**src/rtl/kypd_pkg.sv**
```systemverilog
// Shared definitions for the PmodKYPD keypad path: key codes, debounce
// state encoding and the default scan-window length.
package kypd_pkg;

  localparam int SCAN_CYCLES_DEFAULT = 400000;

  localparam logic [3:0] KEY_CLR = 4'hC;
  localparam logic [3:0] KEY_ENT = 4'hE;
  localparam logic [3:0] KEY_BSP = 4'hF;

  typedef enum logic {
    DEB_RELEASED = 1'b0,
    DEB_PRESSED  = 1'b1
  } deb_state_t;

  function automatic logic is_digit(input logic [3:0] code);
    return (code <= 4'd9);
  endfunction

endpackage

```
**src/rtl/kypd_debounce.sv**
```systemverilog
// Window-based debouncer for active-low inputs: any low level inside a scan
// window marks that window as pressed; the state flips after enough agreeing windows.
module kypd_debounce
  import kypd_pkg::*;
#(
  parameter int SCAN_CYCLES    = SCAN_CYCLES_DEFAULT,
  parameter int DEBOUNCE_SCANS = 5,
  parameter int WIDTH          = 4
) (
  input  logic             clk,
  input  logic             rst_n,
  input  logic [WIDTH-1:0] row,
  output logic             press
);

  localparam int WIN_W  = (SCAN_CYCLES > 1) ? $clog2(SCAN_CYCLES) : 1;
  localparam int STAB_W = $clog2(DEBOUNCE_SCANS + 1);
  localparam logic [WIN_W-1:0]  WIN_LAST = WIN_W'(SCAN_CYCLES - 1);
  localparam logic [STAB_W-1:0] STAB_MAX = STAB_W'(DEBOUNCE_SCANS);

  logic [WIN_W-1:0]  win_cnt_q, win_cnt_d;
  logic [STAB_W-1:0] stab_cnt_q, stab_cnt_d;
  logic              any_low_q, any_low_d;
  deb_state_t        state_q, state_d;
  logic              win_end;
  logic              sample;

  always_ff @(posedge clk or negedge rst_n) begin
    if (!rst_n) begin
      win_cnt_q  <= '0;
      stab_cnt_q <= '0;
      any_low_q  <= 1'b0;
      state_q    <= DEB_RELEASED;
    end else begin
      win_cnt_q  <= win_cnt_d;
      stab_cnt_q <= stab_cnt_d;
      any_low_q  <= any_low_d;
      state_q    <= state_d;
    end
  end

  // The current cycle's row level is folded into the window-end sample.
  always_comb begin
    win_end   = (win_cnt_q == WIN_LAST);
    sample    = any_low_q | ~&row;
    win_cnt_d = win_end ? '0 : win_cnt_q + WIN_W'(1);
    any_low_d = win_end ? 1'b0 : sample;
  end

  always_comb begin
    state_d    = state_q;
    stab_cnt_d = stab_cnt_q;
    if (win_end) begin
      if (sample != (state_q == DEB_PRESSED)) begin
        if (stab_cnt_q + STAB_W'(1) == STAB_MAX) begin
          state_d    = (state_q == DEB_PRESSED) ? DEB_RELEASED : DEB_PRESSED;
          stab_cnt_d = '0;
        end else begin
          stab_cnt_d = stab_cnt_q + STAB_W'(1);
        end
      end else begin
        stab_cnt_d = '0;
      end
    end
  end

  always_comb begin
    press = win_end && (state_q == DEB_RELEASED) && (state_d == DEB_PRESSED);
  end

endmodule

```
**src/rtl/keypad_entry_buffer.sv**
```systemverilog
// Turns debounced keypad presses into single key events and a 4-digit BCD
// entry buffer with clear, backspace and commit.
module keypad_entry_buffer
  import kypd_pkg::*;
#(
  parameter int SCAN_CYCLES    = SCAN_CYCLES_DEFAULT,
  parameter int DEBOUNCE_SCANS = 5
) (
  input  logic        clk,
  input  logic        rst_n,
  input  logic [3:0]  row,
  input  logic [3:0]  key_code,
  output logic        key_valid,
  output logic [3:0]  key_out,
  output logic [15:0] entry,
  output logic [2:0]  digit_cnt,
  output logic        entry_valid,
  output logic [15:0] entry_value,
  output logic        entry_err
);

  logic        press;
  logic        key_valid_q, key_valid_d;
  logic [3:0]  key_out_q, key_out_d;
  logic [15:0] entry_q, entry_d;
  logic [2:0]  digit_cnt_q, digit_cnt_d;
  logic        entry_valid_q, entry_valid_d;
  logic [15:0] entry_value_q, entry_value_d;
  logic        entry_err_q, entry_err_d;

  kypd_debounce #(
    .SCAN_CYCLES   (SCAN_CYCLES),
    .DEBOUNCE_SCANS(DEBOUNCE_SCANS),
    .WIDTH         (4)
  ) u_debounce (
    .clk  (clk),
    .rst_n(rst_n),
    .row  (row),
    .press(press)
  );

  // key_code is only trusted on the press edge; the decoder settled it earlier.
  always_comb begin
    key_valid_d   = 1'b0;
    entry_valid_d = 1'b0;
    entry_err_d   = 1'b0;
    key_out_d     = key_out_q;
    entry_d       = entry_q;
    digit_cnt_d   = digit_cnt_q;
    entry_value_d = entry_value_q;
    if (press) begin
      key_valid_d = 1'b1;
      key_out_d   = key_code;
      if (is_digit(key_code)) begin
        if (digit_cnt_q < 3'd4) begin
          entry_d     = {entry_q[11:0], key_code};
          digit_cnt_d = digit_cnt_q + 3'd1;
        end else begin
          entry_err_d = 1'b1;
        end
      end else begin
        case (key_code)
          KEY_CLR: begin
            entry_d     = '0;
            digit_cnt_d = '0;
          end
          KEY_BSP: begin
            if (digit_cnt_q != 3'd0) begin
              entry_d     = {4'h0, entry_q[15:4]};
              digit_cnt_d = digit_cnt_q - 3'd1;
            end else begin
              entry_err_d = 1'b1;
            end
          end
          KEY_ENT: begin
            if (digit_cnt_q != 3'd0) begin
              entry_value_d = entry_q;
              entry_valid_d = 1'b1;
              entry_d       = '0;
              digit_cnt_d   = '0;
            end else begin
              entry_err_d = 1'b1;
            end
          end
          default: begin
          end
        endcase
      end
    end
  end

  always_ff @(posedge clk or negedge rst_n) begin
    if (!rst_n) begin
      key_valid_q   <= 1'b0;
      key_out_q     <= '0;
      entry_q       <= '0;
      digit_cnt_q   <= '0;
      entry_valid_q <= 1'b0;
      entry_value_q <= '0;
      entry_err_q   <= 1'b0;
    end else begin
      key_valid_q   <= key_valid_d;
      key_out_q     <= key_out_d;
      entry_q       <= entry_d;
      digit_cnt_q   <= digit_cnt_d;
      entry_valid_q <= entry_valid_d;
      entry_value_q <= entry_value_d;
      entry_err_q   <= entry_err_d;
    end
  end

  assign key_valid   = key_valid_q;
  assign key_out     = key_out_q;
  assign entry       = entry_q;
  assign digit_cnt   = digit_cnt_q;
  assign entry_valid = entry_valid_q;
  assign entry_value = entry_value_q;
  assign entry_err   = entry_err_q;

endmodule

```
**config.mk**
```make
export PLATFORM = sky130hd
export DESIGN_NAME = keypad_entry_buffer
export DESIGN_NICKNAME = d
export VERILOG_FILES = /design/src/rtl/kypd_pkg.sv /design/src/rtl/kypd_debounce.sv /design/src/rtl/keypad_entry_buffer.sv
export SDC_FILE = /design/constraint.sdc
export NUM_CORES = 1
export LEC_CHECK = 0
export BUFFER_PORTS_ARGS = -buffer_cell sky130_fd_sc_hd__clkbuf_2
export CAP_MARGIN = 10
export CORE_ASPECT_RATIO = 0.5
export CORE_UTILIZATION = 56
export DETAILED_ROUTE_END_ITERATION = 12
export HOLD_SLACK_MARGIN = 0.06
export PLACE_DENSITY = 0.79
export SETUP_SLACK_MARGIN = 0.5
export SYNTH_ARGS = -nofsm -noshare
export SYNTH_HDL_FRONTEND = slang
export SYNTH_SLANG_ARGS = --single-unit
```
**constraint.sdc**
```tcl
create_clock -name clk -period 2.1 [get_ports clk]
set_input_delay 0.21 -clock clk [delete_from_list [all_inputs] [get_ports clk]]
set_output_delay 0.21 -clock clk [all_outputs]
set_load 0.005 [all_outputs]
```
Word level (Yosys, flattened, before mapping) --
Cells that the tools add are included.
Cells by class: add/sub/neg operators 4, multipliers 0, divide/modulo/power cells 0, $lt $le $gt $ge 2, equal/unequal tests 9, shift operators 0, muxes and demuxes 28, bitwise logic cells 3, reduce and logical (&&, ||, !) cells 9
Operator list (number):
- $mux W16 | 4
- $pmux W16 S3 | 1
- $add A19 B1 Y19 const B | 1
- $eq A19 B19 Y1 const B | 1
- $mux W19 | 1
- $mux W3 | 6
- $mux W1 | 15
- $eq A4 B4 Y1 const B | 3
- $pmux W3 S3 | 1
- $reduce_and A4 Y1 | 2
- $add A3 B1 Y3 const B | 2
- $ne A3 B3 Y1 const B | 2
- $reduce_and A5 Y1 | 1
- $le A4 B4 Y1 const B | 1
- $reduce_bool A4 Y1 | 1
- $eq A3 B3 Y1 const B | 1
- $lt A3 B3 Y1 const B | 1
- $reduce_bool A3 Y1 | 1
- $sub A3 B1 Y3 const B | 1
- $logic_and A1 B1 Y1 | 2
- $ne A2 B1 Y1 const B | 1
- $not A1 Y1 | 2
- $reduce_or A2 Y1 | 1
- $logic_not A1 Y1 | 1
- 2 further kinds | 2
Word-level totals: flip-flop bits (word level) 66, bits in latches 0, memory bits (writable) 0, memory bits (read-only) 0, bits of input ports 10, output and inout bits 42, word-level logic and storage cells 66, memories kept 0

Longest topological paths before layout --
Gate-level depths: netlist of the first run.
depth in word-level cells 8, gate-level depth with buffers 8, gate-level depth less buffers 6

Cells and area by module --
Synthesis of the first run repeated with hierarchy kept, for this count alone.
Second synthesis, totals: cells, all modules 260, area total of the unflattened synthesis 3155.5 sq um
By module, submodules not included:
- keypad_entry_buffer | instances 1, cells each 147, area each 1968.1 sq um, seq. area each 1051.0 sq um
- kypd_debounce | instances 1, cells each 113, area each 1187.4 sq um, seq. area each 600.6 sq um

Worst setup path before layout of the first run --
No wires, ideal clock.
kind flip-flop to flip-flop, start register u_debounce.stab_cnt_q[0], end register digit_cnt_q[2] (netlist: digit_cnt[2]), library setup time 125 ps, data arrival time 1757 ps, required time 1975 ps, path slack 218 ps, stages on the path, launching flop included 8, period minus slack after synthesis 1882 ps, cell sequence dfrtp_1 -> ha_1 -> xor2_1 -> nand2_1 -> nor3_2 -> nand4_4 -> buf_6 -> mux2_4
Between the ends: cells in the longest elaborated chain, start to end 7
Ends and longest elaborated chain:
- from (decl) | RTL line kypd_debounce.sv:22 | logic [STAB_W-1:0] stab_cnt_q, stab_cnt_d;
- from (signal assigned) | RTL line kypd_debounce.sv:36 | stab_cnt_q <= stab_cnt_d;
- $add A3 B1 Y3 | RTL line kypd_debounce.sv:55 | if (stab_cnt_q + STAB_W'(1) == STAB_MAX) begin
- $eq A3 B3 Y1 | RTL line kypd_debounce.sv:55
- $mux W1 | RTL line kypd_debounce.sv:55
- $mux W1 | RTL line kypd_debounce.sv:54 | if (sample != (state_q == DEB_PRESSED)) begin
- $mux W1 | RTL line kypd_debounce.sv:53 | if (win_end) begin
- $logic_and A1 B1 Y1 | RTL line kypd_debounce.sv:68 | press = win_end && (state_q == DEB_RELEASED) && (state_d == DEB_PRESSED);
- $reduce_and A5 Y1 (no line)
- to (signal assigned) | RTL line keypad_entry_buffer.sv:105 | digit_cnt_q <= digit_cnt_d;
- to (decl) | RTL line keypad_entry_buffer.sv:26 | logic [2:0] digit_cnt_q, digit_cnt_d;
Every way passes these cells. A chain may end at the register's enable or synchronous reset.

Final worst setup path of the first run --
start register u_debounce.stab_cnt_q[0], end register entry_q[11] (netlist: entry[11])
Between the ends: cells in the longest elaborated chain, start to end 7
Ends and longest elaborated chain:
- $add A3 B1 Y3 | RTL line kypd_debounce.sv:55
- $eq A3 B3 Y1 | RTL line kypd_debounce.sv:55
- $mux W1 | RTL line kypd_debounce.sv:55
- $mux W1 | RTL line kypd_debounce.sv:54
- $mux W1 | RTL line kypd_debounce.sv:53
- $logic_and A1 B1 Y1 | RTL line kypd_debounce.sv:68
- $reduce_and A5 Y1 (no line)
- to (signal assigned) | RTL line keypad_entry_buffer.sv:104 | entry_q <= entry_d;
- to (decl) | RTL line keypad_entry_buffer.sv:25 | logic [15:0] entry_q, entry_d;
Every way passes these cells.

==> flow_summary.json, run 1 <==
{
  "critPathKind": "flip-flop to flip-flop",
  "leakagePower_nw": 2.09,
  "cp_num_buf_inv": 1,
  "num_vias": 2380,
  "crit_slowest_cell": "dfrtp_1",
  "io_buffers": 51,
  "grt_pass1_wl_um": 10900,
  "wl_met1_um": 3020,
  "pin_count": 52,
  "wl_per_cell_um": 17.0,
  "drive_gt1_frac": 0.458,
  "slowest_delay_ns": 0.43,
  "min_period_ns": 1.82,
  "finalMaxSlewViolations": 0,
  "clock_skew_ns": 0.00906,
  "dr_wl_met2_um": 3590,
  "area_growth_pct": 30.1,
  "grt_max_degree": 46,
  "yosys_warnings": 0,
  "path_cells": "ha_4, xor2_2, nand2_2, nor3_4, nand4_4, buf_12, mux2_4",
  "antenna_left": 0,
  "pwr-share-comb": 0.031,
  "fp.dieW_um": 107,
  "top_layer": "met4",
  "wl_met3_um": 309,
  "place_congestion": 0.930,
  "status": "completed",
  "cp_top_family": "simple AND/OR/NAND/NOR gates",
  "nNetsFinal": 358,
  "antenna_found_initial": 0,
  "synthFlopType": "dfrtp_1",
  "r2r_slack_ns": 0.28,
  "powerDensity_mw_per_mm2": 605,
  "grtUsageTotal": 0.259,
  "min_path_type": "primary input to flip-flop",
  "internal_power_mw": 1.91,
  "whs_ns": 0.196,
  "clockPowerShare": 0.447,
  "synth_nets": 273,
  "yosysSeqAreaShare": 0.534,
  "setup_violations": 0,
  "core_mm2": 0.00511,
  "finalSetupTns_ns": 0,
  "rows": 18,
  "timing.fmax_mhz": 549,
  "clock_latency_ns": 0.34,
  "post-route-period-util": 0.868,
  "vias_per_cell": 5.71,
  "synthTopCellsByCount": "66 x dfrtp_1, 29 x mux2_2, 16 x nor2_1",
  "synth_largest_area_cell": "dfrtp_1",
  "antenna_cells": 0,
  "root_buffer": "clkbuf_8",
  "cts_made_buffers": 9,
  "die_area_mm2": 0.00584,
  "clk_pin_slew_ns": 0.07,
  "synth_top_area_share": 0.534,
  "cp_max_fo": 17,
  "dp_hpwl_um": 4200,
  "synth.distinct_cells": 42,
  "die_height_um": 54.5,
  "cts.sinks": 66,
  "dr.first_iter.drc_count": 129,
  "overflow": 0,
  "synthesis.area_mm2": 0.00309,
  "dr.pass1.iters": 4,
  "crit_arrival_ns": 2.05,
  "endpoint_kind": "flip-flop",
  "seqPwrFrac": 0.522,
  "synth_edf_count": 0,
  "hold_viol_final": 0,
  "p_sw_frac": 0.217,
  "power_switching_mw": 0.528,
  "start_util": 0.605,
  "rsz0062_at_grt": "true",
  "synth.most_common_cell": "dfrtp_1",
  "post-route-drc-count": 0,
  "max_slew_margin": 0.628,
  "synthCells": 257,
  "synth_area_leaders": "dfrtp_1 53%, mux2_2 11%, a22o_1 2.8%, xor2_1 2.8%, mux2i_1 2.6%",
  "ys_ff_latch": 66,
  "maxCapViolCount": 0,
  "htreeDepth": 3,
  "cts_buffer_depth": 2,
  "wirelength_um": 7070,
  "grt_pass1_vias": 2218,
  "max-vdd-ir-drop_uv": 563,
  "critPathRequiredTime_ns": 2.33,
  "cts_tree": "yes",
  "worstMarginPinSlew_ns": 0.559,
  "syn_area_per_cell_um2": 12.0,
  "synthArstFlopShare": 1.00,
  "crit_path_start_kind": "flip-flop"
}
logic make-up (layout without fill, tap and decap cells):
group,count (synthesis),after routing,synth area share
and+or+nand+nor,78,78,0.149
DFF,66,66,0.534
muxes,40,40,0.146
AOI/OAI and AO/OA,27,27,0.0619
buffers and inverters,23,113,0.0360
xor gates and xnor gates,17,17,0.0482
adders and majority gates,6,6,0.0243
sequential cells by signal, summed over array words and instances (netlist names):
signal	count
digit_cnt	3
entry	16
entry_err	1
entry_valid	1
entry_value	16
key_out	4
key_valid	1
u_debounce.any_low_q	1
u_debounce.stab_cnt_q	3
u_debounce.state_q	1
u_debounce.win_cnt_q	19
power by group through the flow:
stage	registers, mW	logic, mW	clock network [mW]
after detailed placement	1.29	0.0745	0
after CTS	1.27	0.0772	1.10
after global placement	1.29	0.0720	0
after global routing	1.27	0.0860	1.15
final	1.27	0.0758	1.09
after floorplan	1.30	0.0275	0
final timing paths:
check | depth (start not counted) | startpoint | endpoint
hold reg to reg | 1 | u_debounce.win_cnt_q[18] | u_debounce.win_cnt_q[18]
hold / removal | 2 | key_code[0] | key_out[0]
setup reg to reg | 7 | u_debounce.stab_cnt_q[0] | entry[11]
setup / recovery | 7 | u_debounce.stab_cnt_q[0] | entry[11]
max in group asynchronous | 3 | rst_n | entry[9]
min in group asynchronous | 2 | rst_n | u_debounce.win_cnt_q[7]
layer usage:
layer | vias to the layer above | track usage
met5 | - | 0
met2 | 74 | 0.461
met4 | 0 | 0.0845
met3 | 19 | 0.0857
li1 | 1082 | -
met1 | 1205 | 0.307
cells in the final DEF, fill, tap and decap left out, drive strengths merged:
cell	netlist	layout
clkinv	0	1
nand4	10	10
nand4bb	1	1
nor2	17	17
nor3	5	5
o211ai	1	1
and4bb	1	1
nor2b	1	1
clkinvlp	0	2
inv	13	13
nand2b	1	1
a31oi	3	3
bufinv	0	1
o21ai	6	6
a22o	10	10
mux2i	8	8
o2bb2ai	1	1
a221oi	1	1
or3b	1	1
and2	5	5
nand2	11	11
nor4	1	1
a21boi	2	2
nor3b	1	1
clkbuf	2	63
nand3	13	13
xor2	10	10
buf	8	32
ha	6	6
a21oi	3	3
dfrtp	66	66
and4	3	3
or3	1	1
xnor2	7	7
mux2	32	32
and3	6	6
dlygate4sd3	0	1
through the flow:
stage               setup WS (ns)  total power [mW]  utilization  area, um2  cells
CTS                         0.283              2.45        0.762       3900    407
global placement            0.159              1.37        0.682       3490    375
global route                0.205              2.51        0.786       4020    417
finish                      0.277              2.43        0.786       4020    417
detailed placement         0.0550              1.37        0.682       3490    375
floorplan                   0.236              1.32            -       3140    257
final cells by class:
class                      instances  area, um2
tap                               70       87.6
clock buffer                      12        155
fill                             285       1090
multi-input combinational        168       1470
timing repair buffer              84        558
sequential                        66       1660
clock inverter                     4       50.0
inverter                          13       48.8
timing repair:
action                                  in CTS  in global routing
hold endpoints to repair                    21                  0
endpoints found under the setup margin      55                 50
pin swaps                                    7                  5
setup buffers                               15                 10
hold buffers                                 1                  0
resized for setup                           20                 12
No activity file was read; power rests on OpenSTA's default activity.
==> run 2: changes to the inputs <==
--- a/config.mk
+++ b/config.mk
@@ -11,7 +11,7 @@
 export CORE_UTILIZATION = 56
 export DETAILED_ROUTE_END_ITERATION = 12
 export HOLD_SLACK_MARGIN = 0.06
-export PLACE_DENSITY = 0.79
+export PLACE_DENSITY = 0.85
 export SETUP_SLACK_MARGIN = 0.5
 export SYNTH_ARGS = -nofsm -noshare
 export SYNTH_HDL_FRONTEND = slang
==> flow_summary.json, run 2 (synthesis gave the netlist of run 1 again) <==
{
  "status": "completed",
  "vias_per_cell": 5.87,
  "dr.first_iter.drc_count": 190,
  "fin_area_mm2": 0.00408,
  "pin_count": 52,
  "p_sw_frac": 0.212,
  "setup_violations": 0,
  "start_util": 0.605,
  "clk_pin_slew_ns": 0.07,
  "core_mm2": 0.00511,
  "critPathKind": "flip-flop to flip-flop",
  "die_area_mm2": 0.00584,
  "antenna_cells": 0,
  "grt_pass1_vias": 2358,
  "max_slew_margin": 0.642,
  "clockPowerShare": 0.442,
  "rows": 18,
  "post-route-util": 0.798,
  "min_path_type": "primary input to flip-flop",
  "htreeDepth": 3,
  "dr.pass1.iters": 6,
  "place_ws_ns": 0.0390,
  "cts_buffer_depth": 2,
  "powerDensity_mw_per_mm2": 593,
  "leakagePower_nw": 2.12,
  "io_buffers": 51,
  "finalSetupTns_ns": 0,
  "wirelength_um": 8180,
  "crit_slowest_cell": "dfrtp_2",
  "worstMarginPinSlew_ns": 0.535,
  "seq_area_mm2": 0.00166,
  "placed_cells": 375,
  "fp.dieW_um": 107,
  "die_height_um": 54.5,
  "wl_per_cell_um": 19.3,
  "crit_arrival_ns": 2.15,
  "timing.fmax_mhz": 518,
  "dp_hpwl_um": 4310,
  "finalNonFillerCells": 424,
  "multi_input_area_mm2": 0.00148,
  "max-vdd-ir-drop_uv": 505,
  "internal_power_mw": 1.91,
  "endpoint_kind": "flip-flop",
  "antenna_found_initial": 0,
  "min_period_ns": 1.93,
  "place_area_mm2": 0.00349,
  "cp_max_fo": 17,
  "clock_skew_ns": 0.00575,
  "largest_register_ff_count": 19,
  "antenna_left": 0,
  "seqPwrFrac": 0.525,
  "pwr-share-comb": 0.032,
  "fillers": 243,
  "root_buffer": "clkbuf_8",
  "grt_max_degree": 67,
  "critPathRequiredTime_ns": 2.32,
  "area_growth_pct": 32.1,
  "maxCapViolCount": 0,
  "cts.sinks": 66,
  "slowest_delay_ns": 0.46,
  "finalMaxSlewViolations": 0,
  "grt_pass1_wl_um": 12200,
  "place_congestion": 0.877,
  "drive_gt1_frac": 0.469,
  "path_cells": "ha_4, xor2_4, nand2_2, nor3_4, nand4_4, buf_12, mux2_2",
  "nNetsFinal": 365,
  "cts_tree": "yes",
  "final_cell_mix": "63 x dfrtp_1, 51 x clkbuf_2, 31 x buf_4",
  "post-route-period-util": 0.919,
  "crit_path_start_kind": "flip-flop",
  "clock_latency_ns": 0.34,
  "overflow": 0,
  "hold_viol_final": 0,
  "cts_made_buffers": 9,
  "rsz0062_at_grt": "true",
  "num_vias": 2488,
  "finalWorstSetupSlack_ns": 0.169,
  "largest-register": "u_debounce.win_cnt_q",
  "layout_commonest_cell": "dfrtp_1",
  "post-route-drc-count": 0,
  "power_switching_mw": 0.513,
  "grtUsageTotal": 0.295
}
-- run 2: layout make-up --
type | instances | area share
Sequential cell | 66 | 0.406
Multi-Input combinational cell | 168 | 0.362
Timing Repair Buffer | 91 | 0.151
Clock buffer | 14 | 0.0399
Tap cell | 70 | 0.0215
Inverter | 13 | 0.0120
Clock inverter | 2 | 0.00858
-- run 2: worst max-delay path, delay by kind of cell (launching register included) --
kind / cells / cell delay [ns]
xor gates and xnor gates: 1 / 0.21
adders and majority gates: 1 / 0.21
buffers and inverters: 1 / 0.18
DFF: 1 / 0.46
muxes: 1 / 0.29
and+or+nand+nor: 3 / 0.46
-- run 2: per-stage QoR --
step,hold WS [ns],power [mW]
global route,0.210,2.50
CTS,0.180,2.43
global placement,0.250,1.37
floorplan,-0.0856,1.32
detailed placement,0.255,1.37
finish,0.214,2.42
-- run 2: power by group through the flow --
stage | logic, mW | clock network, mW | registers (mW)
finish | 0.0781 | 1.07 | 1.27
global route | 0.0867 | 1.15 | 1.27
CTS | 0.0768 | 1.08 | 1.27
detailed placement | 0.0749 | 0 | 1.29
global placement | 0.0723 | 0 | 1.29
floorplan | 0.0275 | 0 | 1.30
-- run 2: final timing paths --
path                                          start                       end  slack (ns)  depth (start not counted)
max reg2reg                u_debounce.stab_cnt_q[0]                  entry[9]        0.17                          7
min reg2reg                u_debounce.win_cnt_q[18]  u_debounce.win_cnt_q[18]        0.50                          1
max                        u_debounce.stab_cnt_q[0]                  entry[9]        0.17                          7
min                                     key_code[0]                key_out[0]        0.21                          2
min in group asynchronous                     rst_n           entry_value[12]        0.43                          3
max in group asynchronous                     rst_n   u_debounce.win_cnt_q[6]        1.39                          3
-- run 2: repair_timing --
action / in CTS / in global routing
hold endpoints to repair: 66 / 0
hold buffers: 1 / 0
setup endpoints to repair: 57 / 50
setup buffers: 19 / 13
pin swaps: 5 / 10
resized for setup: 24 / 13
-- run 2: routing by layer --
metal / track usage / wire [um]
met5: 0 / 0
met4: 0.137 / 229
met3: 0.0952 / 666
met2: 0.526 / 4160
met1: 0.338 / 3120
==> run 3: changes to the inputs <==
--- a/config.mk
+++ b/config.mk
@@ -15,4 +15,5 @@
 export SETUP_SLACK_MARGIN = 0.5
 export SYNTH_ARGS = -nofsm -noshare
 export SYNTH_HDL_FRONTEND = slang
+export SYNTH_HIERARCHICAL = 1
 export SYNTH_SLANG_ARGS = --single-unit
==> flow_summary.json, run 3 <==
{
  "antenna_found_initial": 1,
  "crit_arrival_ns": 2.87,
  "grt_pass1_wl_um": 14100,
  "endpoint_kind": "flip-flop",
  "fin_area_mm2": 0.00449,
  "synth_top_area_share": 0.523,
  "antenna_left": 0,
  "status": "finished with violations",
  "yosysSeqAreaShare": 0.523,
  "syn_area_per_cell_um2": 12.1,
  "largest-register": "u_debounce/win_cnt_q",
  "critPathRequiredTime_ns": 2.36,
  "crit_path_start_kind": "flip-flop",
  "synthArstFlopShare": 1.00,
  "die_height_um": 55.1,
  "grtUsageTotal": 0.341,
  "dr.first_iter.drc_count": 331,
  "drive_gt1_frac": 0.513,
  "synthesis.area_mm2": 0.00316,
  "synth_area_leaders": "dfrtp_1 52%, mux2_2 6.1%, mux2_1 3.2%, xnor2_1 2.5%, xor2_1 2.5%",
  "synthCells": 260,
  "rows": 18,
  "synth_nets": 276,
  "largest_register_ff_count": 19,
  "cts.sinks": 66,
  "overflow": 0,
  "max_slew_margin": 0.549,
  "place_congestion": 0.799,
  "violations": "negative setup slack",
  "core_mm2": 0.00516,
  "rsz0062_at_grt": "true",
  "synth_largest_area_cell": "dfrtp_1",
  "cts_made_buffers": 9,
  "synth.most_common_cell": "dfrtp_1",
  "post-route-period-util": 1.24,
  "num_vias": 3014,
  "layout_commonest_cell": "dfrtp_1",
  "maxCapViolCount": 0,
  "dr.pass1.iters": 5,
  "root_buffer": "clkbuf_8",
  "yosys_warnings": 6,
  "max-vdd-ir-drop_uv": 516,
  "clock_skew_ns": 0.0149,
  "min_period_ns": 2.61,
  "whs_ns": 0.300,
  "hold_viol_final": 0,
  "start_util": 0.612,
  "synthTopCellsByCount": "66 x dfrtp_1, 20 x nand2_1, 17 x mux2_2",
  "io_buffers": 51,
  "pin_count": 52,
  "fillers": 182,
  "nNetsFinal": 389,
  "die_area_mm2": 0.00596,
  "setup_violations": 42,
  "fp.dieW_um": 108,
  "post-route-drc-count": 0,
  "wl_per_cell_um": 26.7,
  "clock_latency_ns": 0.36,
  "synth_edf_count": 0,
  "dp_hpwl_um": 4900,
  "powerDensity_mw_per_mm2": 609,
  "htreeDepth": 3,
  "ys_ff_latch": 66,
  "cts_tree": "yes",
  "place_area_mm2": 0.00375,
  "cp_max_fo": 4,
  "grt_pass1_vias": 2590,
  "finalWorstSetupSlack_ns": -0.510,
  "area_growth_pct": 42.3,
  "synth.distinct_cells": 53,
  "critPathKind": "flip-flop to flip-flop",
  "grt_max_degree": 67,
  "vias_per_cell": 6.71,
  "synthFlopType": "dfrtp_1",
  "timing.fmax_mhz": 383,
  "cts_buffer_depth": 2,
  "finalSetupTns_ns": -16.31,
  "worstMarginPinSlew_ns": 0.671,
  "clk_pin_slew_ns": 0.08,
  "wirelength_um": 12000,
  "post-route-util": 0.870,
  "leakagePower_nw": 2.18,
  "final_cell_mix": "66 x dfrtp_1, 51 x clkbuf_2, 38 x buf_4",
  "finalMaxSlewViolations": 0,
  "min_path_type": "primary input to flip-flop"
}
run 3: changes by cell type after synthesis, moves of 3 or more:
cell	previous run	this run
mux2_2	29	17
mux2_1	0	9
nand2_1	11	20
o21ai_0	5	12
a22o_1	10	4
a31oi_1	3	0
and3_1	6	3
run 3: area by class of cell:
cell class                      instances  area, um2  share of cell area
Clock inverter                          6       90.1              0.0201
Sequential cell                        66       1650               0.368
Inverter                               12       45.0              0.0100
Clock buffer                           10        138              0.0307
Antenna cell                            1       2.50            0.000557
Multi-Input combinational cell        171       1600               0.356
Timing Repair Buffer                  113        875               0.195
Tap cell                               70       87.6              0.0195
run 3: what timing repair did:
item	in CTS	in global routing
gates resized for setup	35	32
gates cloned	2	1
setup endpoints to repair	51	60
hold endpoints to repair	66	0
setup buffers	14	8
pin swaps	3	10
hold buffers	1	0
run 3: path summary, 6_finish.rpt:
path	cells past startpoint	from	slack, ns	end
setup / recovery	11	u_debounce/win_cnt_q[0]	-0.51	entry[14]
hold / removal	2	key_code[0]	0.30	key_out[0]
setup reg to reg	11	u_debounce/win_cnt_q[0]	-0.51	entry[14]
hold reg to reg	1	entry_value[7]	0.52	entry_value[7]
max in group asynchronous	3	rst_n	1.40	u_debounce/stab_cnt_q[0]
min in group asynchronous	3	rst_n	0.41	entry_value[1]
run 3: metrics by stage:
stage,setup slack (ns),power [mW],cells
after floorplan,-0.431,1.41,260
after global placement,-0.212,1.47,406
after global routing,-0.566,2.82,448
after detailed placement,-0.322,1.48,406
final,-0.510,2.74,449
after CTS,-0.270,2.70,439
run 3: cells by family after synthesis:
kind of cell / Yosys count / synth area share
AO/OA/AOI/OAI: 28 / 0.0634
XOR/XNOR: 18 / 0.0500
flip-flops: 66 / 0.523
adder cells (fa/ha/maj): 6 / 0.0238
buffers and inverters: 23 / 0.0432
AND/OR/NAND/NOR: 82 / 0.161
multiplexers: 37 / 0.136
run 3: power by group:
group	switching [mW]	internal [mW]
registers	0.0285	1.29
clock network	0.529	0.700
logic	0.122	0.0657
total	0.680	2.06
run 3: routing by layer:
layer | global-route usage | vias up | wire length (um)
li1 | - | 1144 | -
met1 | 0.388 | 1451 | 4200
met4 | 0.189 | 0 | 848
met5 | 0 | - | 0
met2 | 0.596 | 308 | 5550
met3 | 0.110 | 111 | 1400
run 3: critical path, stage by stage (launching register included):
cell and delay, ns:
dfrtp_1 0.38, ha_2 0.21, nand3_2 0.10, or2_4 0.25
or3_4 0.36, nor4_4 0.22, buf_4 0.19, nand3_4 0.10
nor2_8 0.19, buf_6 0.14, buf_6 0.12, mux2i_4 0.26
